$ cat config.mk
export PLATFORM = sky130hd
export DESIGN_NAME = mem_port_arbiter
export DESIGN_NICKNAME = d
export VERILOG_FILES = /design/src/rtl/mem_port_arbiter.sv
export SDC_FILE = /design/constraint.sdc
export NUM_CORES = 1
export LEC_CHECK = 0
export BUFFER_PORTS_ARGS = -buffer_cell sky130_fd_sc_hd__clkbuf_2
export CAP_MARGIN = 15
export CORE_AREA = 2 2 167 169
export DETAILED_ROUTE_END_ITERATION = 8
export DIE_AREA = 0 0 169 171
export HOLD_SLACK_MARGIN = 0.1
export PLACE_DENSITY = 0.64
export SLEW_MARGIN = 10
export SYNTH_ARGS = -nofsm -noshare
export SYNTH_HDL_FRONTEND = slang
export SYNTH_SLANG_ARGS = --single-unit
$ cat constraint.sdc
create_clock -name clk -period 2.4 [get_ports clk]
set_input_delay 0.36 -clock clk [delete_from_list [all_inputs] [get_ports clk]]
set_output_delay 0.36 -clock clk [all_outputs]
set_load 0.03 [all_outputs]
$ cat src/rtl/mem_port_arbiter.sv
// Shared line-wide memory port arbiter for the I-cache and D-cache.
// Optional macro MEM_PORT_ARB_STATS_EN builds the grant/conflict counters.
module mem_port_arbiter #(
  parameter int ADDR_W       = 16,
  parameter int LINE_W       = 64,
  parameter int MAX_D_STREAK = 4
) (
  input  logic              clk,
  input  logic              reset_n,
  input  logic              i_req,
  input  logic [ADDR_W-1:0] i_addr,
  output logic              i_ack,
  output logic [LINE_W-1:0] i_rdata,
  input  logic              d_req,
  input  logic              d_we,
  input  logic [ADDR_W-1:0] d_addr,
  input  logic [LINE_W-1:0] d_wdata,
  output logic              d_ack,
  output logic [LINE_W-1:0] d_rdata,
  output logic              mem_req,
  output logic              mem_we,
  output logic [ADDR_W-1:0] mem_addr,
  output logic [LINE_W-1:0] mem_wdata,
  input  logic              mem_ack,
  input  logic [LINE_W-1:0] mem_rdata,
  output logic              both_pending,
  output logic [15:0]       stat_i_grants,
  output logic [15:0]       stat_d_grants,
  output logic [15:0]       stat_conflict
);

  typedef enum logic [1:0] {
    IDLE,
    SERVE_I,
    SERVE_D,
    RESP
  } state_e;

  localparam int SW = $clog2(MAX_D_STREAK + 1);
  localparam logic [SW-1:0] STREAK_MAX = SW'(MAX_D_STREAK);

  state_e            state_q;
  logic              own_d_q;
  logic [SW-1:0]     streak_q;
  logic              mem_req_q;
  logic              mem_we_q;
  logic [ADDR_W-1:0] mem_addr_q;
  logic [LINE_W-1:0] mem_wdata_q;
  logic              i_ack_q;
  logic              d_ack_q;
  logic [LINE_W-1:0] i_rdata_q;
  logic [LINE_W-1:0] d_rdata_q;

  logic i_elig;
  logic d_elig;
  logic take_d;
  logic take_i;

  assign i_elig = i_req & ~i_ack_q;
  assign d_elig = d_req & ~d_ack_q;
  assign take_d = (state_q == IDLE) & d_elig
                & (~i_elig | (streak_q != STREAK_MAX));
  assign take_i = (state_q == IDLE) & i_elig & ~take_d;

  // Arbitration FSM: grant, hold the memory request, pulse the owner's ack.
  always_ff @(posedge clk or negedge reset_n) begin
    if (!reset_n) begin
      state_q     <= IDLE;
      own_d_q     <= 1'b0;
      streak_q    <= '0;
      mem_req_q   <= 1'b0;
      mem_we_q    <= 1'b0;
      mem_addr_q  <= '0;
      mem_wdata_q <= '0;
      i_ack_q     <= 1'b0;
      d_ack_q     <= 1'b0;
      i_rdata_q   <= '0;
      d_rdata_q   <= '0;
    end else begin
      unique case (state_q)
        IDLE: begin
          if (take_d) begin
            state_q     <= SERVE_D;
            own_d_q     <= 1'b1;
            mem_req_q   <= 1'b1;
            mem_we_q    <= d_we;
            mem_addr_q  <= d_addr;
            mem_wdata_q <= d_wdata;
            if (!i_req) begin
              streak_q <= '0;
            end else if (streak_q != STREAK_MAX) begin
              streak_q <= streak_q + 1'b1;
            end
          end else if (take_i) begin
            state_q    <= SERVE_I;
            own_d_q    <= 1'b0;
            mem_req_q  <= 1'b1;
            mem_we_q   <= 1'b0;
            mem_addr_q <= i_addr;
            streak_q   <= '0;
          end
        end
        SERVE_I, SERVE_D: begin
          if (mem_ack) begin
            mem_req_q <= 1'b0;
            state_q   <= RESP;
            if (own_d_q) begin
              d_ack_q <= 1'b1;
              if (!mem_we_q) begin
                d_rdata_q <= mem_rdata;
              end
            end else begin
              i_ack_q   <= 1'b1;
              i_rdata_q <= mem_rdata;
            end
          end
        end
        RESP: begin
          i_ack_q <= 1'b0;
          d_ack_q <= 1'b0;
          state_q <= IDLE;
        end
        default: state_q <= IDLE;
      endcase
    end
  end

  assign both_pending = ((state_q == SERVE_I) & d_req)
                      | ((state_q == SERVE_D) & i_req)
                      | ((state_q == RESP) & (own_d_q ? i_req : d_req));

  assign mem_req   = mem_req_q;
  assign mem_we    = mem_we_q;
  assign mem_addr  = mem_addr_q;
  assign mem_wdata = mem_wdata_q;
  assign i_ack     = i_ack_q;
  assign d_ack     = d_ack_q;
  assign i_rdata   = i_rdata_q;
  assign d_rdata   = d_rdata_q;

`ifdef MEM_PORT_ARB_STATS_EN
  logic [15:0] si_q;
  logic [15:0] sd_q;
  logic [15:0] sc_q;

  // Saturating grant and conflict-cycle counters.
  always_ff @(posedge clk or negedge reset_n) begin
    if (!reset_n) begin
      si_q <= '0;
      sd_q <= '0;
      sc_q <= '0;
    end else begin
      if (take_i && si_q != 16'hFFFF) begin
        si_q <= si_q + 16'd1;
      end
      if (take_d && sd_q != 16'hFFFF) begin
        sd_q <= sd_q + 16'd1;
      end
      if (both_pending && sc_q != 16'hFFFF) begin
        sc_q <= sc_q + 16'd1;
      end
    end
  end

  assign stat_i_grants = si_q;
  assign stat_d_grants = sd_q;
  assign stat_conflict = sc_q;
`else
  assign stat_i_grants = '0;
  assign stat_d_grants = '0;
  assign stat_conflict = '0;
`endif

endmodule

Word-level counts from Yosys, hierarchy flattened. Cells that the tools add are included.

Word-level logic and storage cells: 77. Bits in registers: 218. Output and inout port bits: 261. Latch bits: 0. RAM bits: 0. Memories: 0. ROM bits: 0.

Muxes and demuxes: 24. $mul: 0. Add/subtract/negate cells: 1. Equal/unequal tests: 9. Bitwise operators: 18. Magnitude comparators: 0. Reductions and logical operators: 14. Divide/modulo/power cells: 0. Shift-type cells: 0.

Operator list (count): two-way mux 16 bit (2); AND reduction 3 bit (5); two-way mux 3 bit (4); two-way mux 1 bit (11); AND 1 bit (9); two-way mux 2 bit (3); inequality test 2 bit (second input constant) (3); inequality test 3 bit (second input constant) (2); inverter 1 bit (6); one-hot mux 1 bit (2 select lines) (3); one-hot mux 2 bit (3 select lines) (1); AND reduction 2 bit (3); nonzero test 2 bit (3); equality test 2 bit (second input constant) (2); AND reduction 4 bit (1); adder 3 x 1 -> 3 bit (second input constant) (1); inequality test 3 x 2 -> 1 bit (second input constant) (1); bitwise OR 1 bit (3); equality test 2 x 1 -> 1 bit (second input constant) (1); zero test 2 bit (1); OR reduction 2 bit (1).

Longest topological paths before layout.
Word-level depth: 10. Gate-level depth with buffers: 8.

Worst setup path before layout. No wires, ideal clock.

Path type: reg2out. From: register state_q[0]. To: output port both_pending. Path buffers: 0. Data required time: 2.040 ns. Arrival time: 1.337 ns. Slack: 0.703 ns. Stages on the path, launching flop included: 4. Cell sequence: dfrtp_1 ha_1 a21oi_1 o21ai_0.

Word-level cells in the longest chain between the ends: 4.

Ends and longest elaborated chain: start, declared (line 42) `state_e state_q;`; start signal, assigned (line 68) `state_q <= IDLE;`; start signal, assigned (line 83) `state_q <= SERVE_D;`; start signal, assigned (line 95) `state_q <= SERVE_I;`; equality test 2 x 1 -> 1 bit / equality test 2 bit (equally long branches) (line 128, 129); AND 1 bit (on tied branches) (line 128, 129); bitwise OR 1 bit (line 129) `| ((state_q == SERVE_D) & i_req)`; bitwise OR 1 bit (*) (line 130) `| ((state_q == RESP) & (own_d_q ? i_req : d_req));`; end, declared (line 26) `output logic both_pending,`.

Every way passes the cells marked *; elsewhere a longest branch is shown, timed or not.

Worst setup path in the final report. Same ends and word-level chain as after synthesis.

==> impl_summary.txt <==
----------------------------------------------------
[Outcome]
  Status ... finished, final reports clean

[Clock network]
  Clock H-tree levels ... 1
  Worst skew pair latency ... about 500 ps
  Post-cts gate resize count ... 0
  Number of buffers created by CTS ... 24
  Total of hold buffers inserted after clock tree synthesis ... between 100 and 150
  Clock tree sinks ... approximately 220
  Clock root buffer ... clkbuf_16
  Count of buffers added by post-CTS timing repair for setup ... 0
  Max clock buf depth ... 3
  TritonCTS clock tree ... built
  Clk pin slew, worst setup/hold paths ... 60 ps

[Power and ir drop]
  Leakage Power ... around 7 nW
  Net switching fraction of the power ... 44.9%
  Power consumption ... between 15 and 20 mW
  Switching power of the nets ... between 8 and 9 mW
  Max VDD drop ... ~0.69 mV
  Share of power burned in registers ... around 34%
  Clock network fraction of design power ... around 18%
  Cell Int Power ... ~11 mW
  Pwr Density ... roughly 1500 nW/um^2
  Combinational share of power ... between 40% and 50%

[Die]
  Vertical extent of the die ... approximately 170 um
  Site row count ... just over 60
  Number of ports placed on the die boundary ... between 400 and 500
  Total core area ... roughly 27000 sq um
  Die boundary width ... roughly 170 um
  Full die area ... a little under 30000 sq um
  Initial Util ... 32.8%

[Worst setup path]
  CP dominant cell by count ... o21ai_0
  Worst R2R Start ... state_q[0]
  Max FO, Critical Path ... 6
  Required time worst endpoint ... 2040 ps
  Largest stage delay, worst path ... 410 ps
  Family with the most delay on the worst path ... flip-flops
  Critical Path End Type ... output pin
  Reg2Reg Capture Point ... mem_wdata[52]
  Reg2reg path depth ... 6
  Crit path kind ... reg -> out
  Worst-case register-to-register setup slack ... slightly above 400 ps
  Combined buffer and inverter count along the critical path ... 1
  Arrival time at the worst endpoint ... ~1800 ps
  Sequence of cells on the critical path ... ha_1 -> nor2b_1 -> o21ai_0 -> o21ai_0 -> clkbuf_2
  Critical path's slowest cell ... dfrtp_1
  Nature of the critical path startpoint ... flip-flop

[Place]
  HPWL after DPL ... 17.3 mm
  Placement-stage worst setup slack ... 418 ps
  Area after DPL ... approximately 11000 sq um
  RD Place Congestion ... between 0.8 and 0.9
  Cell total after placement ... between 1000 and 1500
  Number of port buffers ... between 300 and 400

[Timing]
  Worst hold-check slack ... 119 ps
  Max Transition Viols Final ... 0
  Final number of setup-violating endpoints ... 0
  Clock Skew ... slightly above 8 ps
  RSZ-0062 raised after global routing ... no
  Slew of the pin with the lowest slew margin ... between 700 and 800 ps
  Final worst setup slack ... approximately 280 ps
  Max_slew headroom ... 52.9%
  Total negative slack for setup checks ... 0 ps
  Part of the cycle the worst path needs ... 88.4%
  Highest achievable clock rate ... 0.471 GHz
  Min Tclk post-route ... about 2100 ps
  Hold violation total from the final report ... 0

[Hold path]
  Worst min-delay path category ... in -> reg
  Number of cells on the worst hold path ... 2
  Startpoint of the most critical hold path ... mem_rdata[12]
  Worst min-delay path endpoint ... i_rdata[12]

[Global routing]
  First-pass GRT wire length ... slightly below 40 mm
  Largest net degree at the start of global routing ... between 80 and 90
  Grt ovf ... 0
  Initial antenna violation count ... 0
  Via count of the first global-routing pass ... approximately 7600
  GR Util All Layers ... between 15 and 20%

[Route]
  Routed length per instance ... 15.6 um
  Via count normalized by instance count ... 4.48
  Total vias in the final route ... about 7300
  Count of TritonRoute iterations in the first routing pass ... 4
  Count of unresolved DRC violations after routing ... 0
  Antenna-violating nets left ... 0
  Total wire length after detailed routing ... about 26 mm
  Drt initial violations ... ~330

[Finish]
  Number of nets in the layout ... ~1500
  Non-filler instance count after layout ... around 1600
  Fraction of the core area covered by cells at the end of the flow ... 48.4%
  Fraction of final layout cells sized beyond drive strength 1 ... between 40% and 50%
  Antenna cell count ... 0
  Filler cell count in the final layout ... approximately 2500
  Fin area ... 13200 sq um
  Growth of design area from synthesis to finish ... 47.4%
  Commonest cells after routing, fill and taps aside ... clkbuf_2, dfrtp_1, nand2_1
  Leading cell type in the layout, fill and taps excluded ... clkbuf_2

[Flow run]
  Max-capacitance violation count ... 0

[Logic synthesis]
  Share of cell area taken by muxes after synthesis ... around 16%
  Compound-gate portion of the synthesized area ... 3.70%
  Largest family of logic cells by synthesized area ... multiplexers
  Synth Area in Simple Gates ... ~11%
  Netlist area before placement ... 8970 sq um
  Unique masters post-synth ... 29
  Register bit count reported by yosys ... 218
  Yosys warns ... 0
  Post-Synthesis Cells ... about 750
  Xor and xnor fraction of the mapped netlist area ... 0%
  Register area share after synthesis ... roughly 60%
  Yosys top cell by area ... dfrtp_1
  Adder-cell share of the synthesized area ... less than 1%
  Share of Yosys cell area claimed by the top area cell type ... 60.8%
  Average cell area after synthesis ... approximately 12 sq um
  Cell types occupying the most area after synthesis ... dfrtp_1, mux2_2, nand2_1

----------------------------------------------------
worst reg2reg max path: stages, from the launching register on:
cell	delay, ps
dfrtp_1	410
inv_1	100
ha_1	350
and3_4	600
buf_4	330
nand2_1	90
nand2_1	60
power groups by stage:
stage | Clock [mW] | Sequential [mW] | Combinational [mW]
final | 3.50 | 6.62 | 9.66
after global routing | 3.75 | 6.86 | 10.3
after CTS | 3.61 | 6.61 | 9.73
after detailed placement | 0 | 6.63 | 9.55
after global placement | 0 | 6.57 | 9.41
after floorplan | 0 | 10.2 | 3.12
layer usage:
layer | track usage (%) | up-vias | share of wire (%) | wire (um)
li1 | - | 3435 | - | -
met1 | 19.0 | 3525 | 38 | 9650
met2 | 31.8 | 317 | 51 | 13000
met3 | 4.44 | 60 | 8.1 | 2060
met4 | 6.24 | 0 | 3.1 | 795
met5 | 0 | - | 0 | 0
Yosys cell counts, drive strengths merged:
library cell	number
dfrtp	218
nand2	215
mux2	128
buf	83
a21oi	37
nor2	19
o21ai	12
inv	8
ha	6
nor2b	5
nand3	3
a31oi	2
clkbuf	2
nand4b	2
o211ai	2
a21boi	1
a22o	1
and3	1
conb	1
nand3b	1
nor3b	1
o21a	1
o22ai	1
o32ai	1
o41ai	1
sequential cells by signal, indices dropped and copies added (netlist names), 2 cells and up:
name / flops
i_rdata: 64
d_rdata: 64
mem_addr: 16
mem_wdata: 64
streak_q: 3
state_q: 2
layout make-up:
cell class	instances	area (sq um)	area share [%]
flip-flops and latches	218	5460	41.3
repair buffers	538	3530	26.7
multi-input cells	488	3020	22.8
clock buffers	34	719	5.44
well taps	346	433	3.28
clock inverters	5	30.0	0.227
inverters	8	30.0	0.227
cell families (layout without fill, tap and decap cells):
logic type,Yosys count,after routing
other,1,48
flip-flops,218,218
AO/OA/AOI/OAI,59,59
AND/OR/NAND/NOR,247,247
buffers and inverters,93,585
adder cells (fa/ha/maj),6,6
multiplexers,128,128
how the worst max path moves through the flow:
stage | from | to | cells after the start | slack (ps)
3_3_place_gp | state_q[0] | mem_wdata[39] | 6 | 460
5_1_grt | state_q[0] | both_pending | 5 | 180
3_5_place_dp | state_q[0] | mem_wdata[36] | 6 | 420
2_1_floorplan | state_q[0] | both_pending | 3 | 700
6_report | state_q[0] | both_pending | 5 | 280
4_1_cts | state_q[0] | both_pending | 5 | 240
(Power assumes the default switching activity.)
